`src/rtl/pll_ctrl_pkg.sv`:
```
// Shared types and defaults for the PLL reset sequencer and its helpers.
package pll_ctrl_pkg;

  typedef enum logic [2:0] {
    PLL_RESET = 3'd0,
    WAIT_LOCK = 3'd1,
    STABILIZE = 3'd2,
    RUN       = 3'd3,
    FAULT     = 3'd4
  } pll_seq_state_t;

  localparam int DEF_PLL_RESET_CYCLES    = 16;
  localparam int DEF_LOCK_TIMEOUT_CYCLES = 12000;
  localparam int DEF_LOCK_STABLE_CYCLES  = 1200;
  localparam int DEF_MAX_RETRIES         = 3;
  localparam int LOCK_LOSS_COUNT_W       = 8;

  // Width needed to hold values 0..n-1, never less than one bit.
  function automatic int clog2_min1(input int n);
    return (n <= 2) ? 1 : $clog2(n);
  endfunction

  function automatic int max3(input int a, input int b, input int c);
    int m;
    m = (a > b) ? a : b;
    return (m > c) ? m : c;
  endfunction

endpackage

```
`src/rtl/sync_2ff.sv`:
```
// Generic two-flop synchroniser for asynchronous input pins.
module sync_2ff #(
  parameter int WIDTH = 1
) (
  input  logic             clock,
  input  logic             reset,
  input  logic [WIDTH-1:0] d,
  output logic [WIDTH-1:0] q
);

  logic [WIDTH-1:0] meta;

  always_ff @(posedge clock) begin
    if (reset) begin
      meta <= '0;
      q    <= '0;
    end else begin
      meta <= d;
      q    <= meta;
    end
  end

endmodule

```
`src/rtl/pll_reset_sequencer.sv`:
```
// Brings the PLL out of reset, waits for a stable lock, retries on timeout
// and holds the core in reset whenever the PLL is not trustworthy.
module pll_reset_sequencer
  import pll_ctrl_pkg::*;
#(
  parameter int PLL_RESET_CYCLES    = DEF_PLL_RESET_CYCLES,
  parameter int LOCK_TIMEOUT_CYCLES = DEF_LOCK_TIMEOUT_CYCLES,
  parameter int LOCK_STABLE_CYCLES  = DEF_LOCK_STABLE_CYCLES,
  parameter int MAX_RETRIES         = DEF_MAX_RETRIES
) (
  input  logic                                  clock,
  input  logic                                  reset,
  input  logic                                  locked_async,
  output logic                                  pll_resetb,
  output logic                                  system_reset,
  output logic                                  ready,
  output logic                                  fault,
  output logic [clog2_min1(MAX_RETRIES+1)-1:0]  retry_count,
  output logic [LOCK_LOSS_COUNT_W-1:0]          lock_loss_count,
  output logic [2:0]                            state
);

  localparam int CNT_W = clog2_min1(max3(PLL_RESET_CYCLES, LOCK_TIMEOUT_CYCLES,
                                         LOCK_STABLE_CYCLES));
  localparam int RC_W  = clog2_min1(MAX_RETRIES + 1);

  localparam logic [CNT_W-1:0] RESET_LAST   = CNT_W'(PLL_RESET_CYCLES - 1);
  localparam logic [CNT_W-1:0] TIMEOUT_LAST = CNT_W'(LOCK_TIMEOUT_CYCLES - 1);
  localparam logic [CNT_W-1:0] STABLE_LAST  = CNT_W'(LOCK_STABLE_CYCLES - 1);
  localparam logic [RC_W-1:0]  RETRY_MAX    = RC_W'(MAX_RETRIES);

  pll_seq_state_t   cur_state;
  pll_seq_state_t   next_state;
  logic [CNT_W-1:0] cycle_cnt;
  logic             lock_s;

  sync_2ff #(.WIDTH(1)) u_lock_sync (
    .clock (clock),
    .reset (reset),
    .d     (locked_async),
    .q     (lock_s)
  );

  always_ff @(posedge clock) begin
    if (reset) cur_state <= PLL_RESET;
    else       cur_state <= next_state;
  end

  // A lock seen in the timeout cycle takes priority over retrying the PLL.
  always_comb begin
    next_state = cur_state;
    case (cur_state)
      PLL_RESET: if (cycle_cnt == RESET_LAST) next_state = WAIT_LOCK;
      WAIT_LOCK: begin
        if (lock_s)                          next_state = STABILIZE;
        else if (cycle_cnt == TIMEOUT_LAST)  next_state = (retry_count == RETRY_MAX) ? FAULT : PLL_RESET;
      end
      STABILIZE: begin
        if (!lock_s)                         next_state = WAIT_LOCK;
        else if (cycle_cnt == STABLE_LAST)   next_state = RUN;
      end
      RUN:       if (!lock_s) next_state = WAIT_LOCK;
      FAULT:     next_state = FAULT;
      default:   next_state = PLL_RESET;
    endcase
  end

  always_comb begin
    pll_resetb   = 1'b1;
    system_reset = 1'b1;
    fault        = 1'b0;
    case (cur_state)
      PLL_RESET: pll_resetb = 1'b0;
      RUN:       system_reset = 1'b0;
      FAULT: begin
        pll_resetb = 1'b0;
        fault      = 1'b1;
      end
      default: ;
    endcase
  end

  assign ready = ~system_reset;
  assign state = cur_state;

  // Phase timer restarts on every transition; it idles in RUN and FAULT.
  always_ff @(posedge clock) begin
    if (reset) begin
      cycle_cnt <= '0;
    end else if (next_state != cur_state || cur_state == RUN || cur_state == FAULT) begin
      cycle_cnt <= '0;
    end else begin
      cycle_cnt <= cycle_cnt + 1'b1;
    end
  end

  always_ff @(posedge clock) begin
    if (reset) begin
      retry_count <= '0;
    end else if (cur_state == WAIT_LOCK && next_state == PLL_RESET) begin
      retry_count <= retry_count + 1'b1;
    end else if (cur_state != RUN && next_state == RUN) begin
      retry_count <= '0;
    end
  end

  always_ff @(posedge clock) begin
    if (reset) begin
      lock_loss_count <= '0;
    end else if (cur_state == RUN && next_state == WAIT_LOCK && lock_loss_count != '1) begin
      lock_loss_count <= lock_loss_count + 1'b1;
    end
  end

endmodule

```
`config.mk`:
```
export PLATFORM = sky130hd
export DESIGN_NAME = pll_reset_sequencer
export DESIGN_NICKNAME = d
export VERILOG_FILES = /design/src/rtl/pll_ctrl_pkg.sv /design/src/rtl/sync_2ff.sv /design/src/rtl/pll_reset_sequencer.sv
export SDC_FILE = /design/constraint.sdc
export NUM_CORES = 1
export LEC_CHECK = 0
export BUFFER_PORTS_ARGS = -buffer_cell sky130_fd_sc_hd__buf_2
export CAP_MARGIN = 20
export CORE_MARGIN = 1.5
export CORE_UTILIZATION = 40
export CTS_BUF_LIST = sky130_fd_sc_hd__clkbuf_4 sky130_fd_sc_hd__clkbuf_8 sky130_fd_sc_hd__clkbuf_16
export CTS_CLUSTER_DIAMETER = 50
export DETAILED_ROUTE_END_ITERATION = 10
export SYNTH_ARGS = -nofsm -noshare
export SYNTH_HDL_FRONTEND = slang
export SYNTH_SLANG_ARGS = --single-unit
```
`constraint.sdc`:
```
create_clock -name clock -period 1.8 [get_ports clock]
set_input_delay 0 -clock clock [delete_from_list [all_inputs] [get_ports clock]]
set_output_delay 0 -clock clock [all_outputs]
set_load 0.05 [all_outputs]
```
==> summary.txt <==
==================================================================================================
Outcome                                                                               finished, violations left
Violations in the final reports                                                       setup timing
Part of the Yosys area used for sequential elements                                          37.4%
Largest net degree at the start of global routing                                               19
HP Start                                                                                     reset
Leading cell types by count after synthesis                                           29 x sky130_fd_sc_hd__dfxtp_1, 20 x sky130_fd_sc_hd__nor2_1, 11 x sky130_fd_sc_hd__a211oi_2, 11 x sky130_fd_sc_hd__xor2_1
HPWL reported at the end of detailed placement                                             2410 um
Number of pins with negative max-slew slack in the final report                                  0
Wire length of the first global-routing pass                                               6160 um
Number of violations reported at the end of detailed-routing iteration 0                        99
Overall die area                                                                      0.00426 sq mm
Layout Utilization                                                                           58.4%
Reg2Reg Depth                                                                                    6
Worst-case register-to-register setup slack                                               -0.12 ns
Register bit count reported by yosys                                                            29
Asr flop ratio synth                                                                            0%
Worst-skew pair later-pin latency                                                          0.28 ns
Area share of the largest cell type after synthesis                                          37.4%
Via count of the first global-routing pass                                                    1345
Standby leakage power                                                                     0.895 nW
Chip width                                                                                 65.3 um
Pwr Density                                                                            616 mW/mm^2
Arrival time reported for the critical path endpoint                                       2.09 ns
Drt total wl                                                                               3950 um
RSZ-0062 raised after global routing                                                          true
Final global-route overflow total                                                                0
Minimum clock period after layout                                                          1.92 ns
Post-Synthesis Cell Area                                                              0.00155 sq mm
Number of antenna violations at the first check in global routing                                0
Starting density of the core                                                                 42.0%
Wire length per cell after detailed routing                                                14.9 um
Number of different library cells in the post-synthesis netlist                                 40
Start of the worst register-to-register path                                          cycle_cnt[1]
WP data required                                                                           1.97 ns
Cell count along the critical path                                                               6
Port-buffer cells                                                                               19
Global placement routability congestion                                                      0.852
Vias after detailed routing                                                                   1408
Worst setup SP type                                                                           flop
Non-Filler Cell Area, Final                                                           0.00215 sq mm
Least-Margin Pin Slew                                                                     0.423 ns
Family with the most delay on the worst path                                          compound AO/OA/AOI/OAI gates
Vias per cell                                                                                 5.31
Category of the most critical setup path                                                   reg2reg
Instance count after placement with tap cells included                                         244
Reg-to-reg endpoint                                                                   retry_count[0]
CTS max path bufs                                                                                2
CTS tree                                                                                       yes
Final total power                                                                          1.33 mW
Mean cell area of the mapped netlist                                                    9.34 sq um
Number of clock sinks                                                                           29
Slew headroom                                                                                71.5%
Worst Clk Skew                                                                          0.00793 ns
Leading cell types by total area after synthesis                                      sky130_fd_sc_hd__dfxtp_1 37%, sky130_fd_sc_hd__a211oi_2 8.9%, sky130_fd_sc_hd__xor2_1 6.2%
Worst VDD drop                                                                              412 uV
Die Y                                                                                      65.3 um
Part of the cycle the worst path needs                                                        107%
Worst Hold Endpoint                                                                       state[0]
Primary FF master, synth                                                              sky130_fd_sc_hd__dfxtp_1
Final count of negative-setup-slack endpoints                                                   12
Number of nets in the final layout                                                             222
Max-Cap Viols                                                                                    0
Total inserted antenna cells                                                                     0
CTS root buf                                                                          sky130_fd_sc_hd__clkbuf_8
TritonCTS Buffers                                                                                5
Warning count from the yosys run                                                                 0
Hold Worst Slack                                                                         0.0942 ns
Final critical-path setup slack                                                          -0.119 ns
CP peak stage delay                                                                        0.38 ns
Fraction of final layout cells with drive strength greater than 1                            38.7%
Net Count, Synth                                                                               172
Cell accounting for the most synthesized area                                         sky130_fd_sc_hd__dfxtp_1
Worst-path cell chain                                                                 ha_4 -> and4b_1 -> nand4_1 -> a211o_1 -> and4_1 -> a311o_1
Final hold vios                                                                                  0
Initial DRT Pass Iterations                                                                      4
Count of non-filler cells in the finished layout                                               265
Overall Global Routing Usage                                                                 18.9%
Maximum level of the CTS H-tree                                                                  2
Cells after Synth                                                                              166
Clock transition time at the flip-flop clock pins of the worst setup and hold paths        0.07 ns
Core Box Area                                                                         0.00369 sq mm
Worst Hold Class                                                                            in2reg
Worst hold path stage count                                                                      2
Post-place instance area                                                              0.00183 sq mm
I/O pin count                                                                                   20
Sum Neg Setup Slack                                                                      -0.684 ns
Worst setup EP type                                                                           flop
Crit path buffers/inverters                                                                      0
Achievable frequency                                                                       521 MHz
Number of nets with antenna violations after detailed routing                                    0
Worst setup slack after placement                                                        -0.204 ns
Cell at the slowest stage of the critical path                                        sky130_fd_sc_hd__a211o_1
Residual DRC                                                                                     0
Maximum fanout along the worst path                                                              3
Number of synthesized flops with an enable pin                                                   0
Count of standard-cell rows                                                                     22
Most repeated cell in the gate-level netlist after synthesis                          sky130_fd_sc_hd__dfxtp_1
Layout-stage area growth over the synthesis result                                           39.0%
==================================================================================================
==> flip-flops by register name, indices dropped and copies added (netlist names) <==
name,flops
cycle_cnt,14
lock_loss_count,8
state,3
retry_count,2
u_lock_sync.meta,1
u_lock_sync.q,1
==> worst max-delay path by stage <==
stage                  from            endpoint
2_1_floorplan      state[2]  lock_loss_count[4]
5_1_grt        cycle_cnt[1]      retry_count[0]
3_5_place_dp   cycle_cnt[1]        cycle_cnt[6]
3_3_place_gp   cycle_cnt[0]        cycle_cnt[6]
6_report       cycle_cnt[1]      retry_count[0]
4_1_cts        cycle_cnt[1]      retry_count[0]
==> repair_timing <==
item | CTS | global route
resized for setup | 11 | 6
hold buffers | 1 | 0
endpoints found under the setup margin | 13 | 20
hold endpoints to repair | 1 | 0
gates cloned | 0 | 1
buffers inserted | 0 | 11
pin swaps | 5 | 9
==> layer usage <==
metal | track usage [%] | up-vias | part of all wire, %
li1 | - | 693 | -
met1 | 23.1 | 675 | 46
met2 | 31.9 | 32 | 49
met3 | 4.79 | 8 | 3.5
met4 | 7.29 | 0 | 1.7
met5 | 0 | - | 0
==> final cells by class <==
| cell class | count | area (sq um) |
|---|---|---|
| fillers | 329 | 1530 |
| flip-flops and latches | 29 | 589 |
| well taps | 48 | 60.1 |
| inverters | 8 | 30.0 |
| multi-input cells | 123 | 988 |
| clock inverters | 1 | 5.00 |
| repair buffers | 49 | 385 |
| clock buffers | 7 | 96.3 |
==> cells by family after synthesis <==
family	count (synthesis)	share of synthesized area, %
AOI/OAI and AO/OA	23	14.5
xor gates and xnor gates	20	11.3
adders and majority gates	3	2.42
buffers and inverters	14	5.09
DFF	29	37.4
muxes	3	1.94
and+or+nand+nor	74	27.3
==> where the power goes <==
part / total, mW / leakage (nW) / internal [mW] / switching (mW)
logic: 0.0703 / 0.604 / 0.0346 / 0.0357
registers: 0.657 / 0.237 / 0.649 / 0.00755
clock network: 0.601 / 0.0542 / 0.345 / 0.256
==> placed cells by master (no fill, tap or decap), drive strengths merged <==
cell type / n
a2111oi: 1
a211o: 1
a211oi: 12
a21oi: 2
a311o: 1
a31oi: 2
and2: 1
and2b: 1
and3: 7
and4: 3
and4b: 1
and4bb: 1
buf: 47
clkbuf: 8
clkinv: 1
dfxtp: 29
dlygate4sd3: 1
ha: 3
inv: 8
mux2i: 3
nand2: 7
nand3: 9
nand3b: 2
nand4: 6
nand4b: 1
nor2: 20
nor2b: 5
nor3: 4
nor3b: 1
nor4: 2
nor4b: 1
o21ai: 2
o22a: 1
o22ai: 1
or2b: 1
or3: 1
xnor2: 9
xor2: 11
No activity file was read; power rests on OpenSTA's default activity.
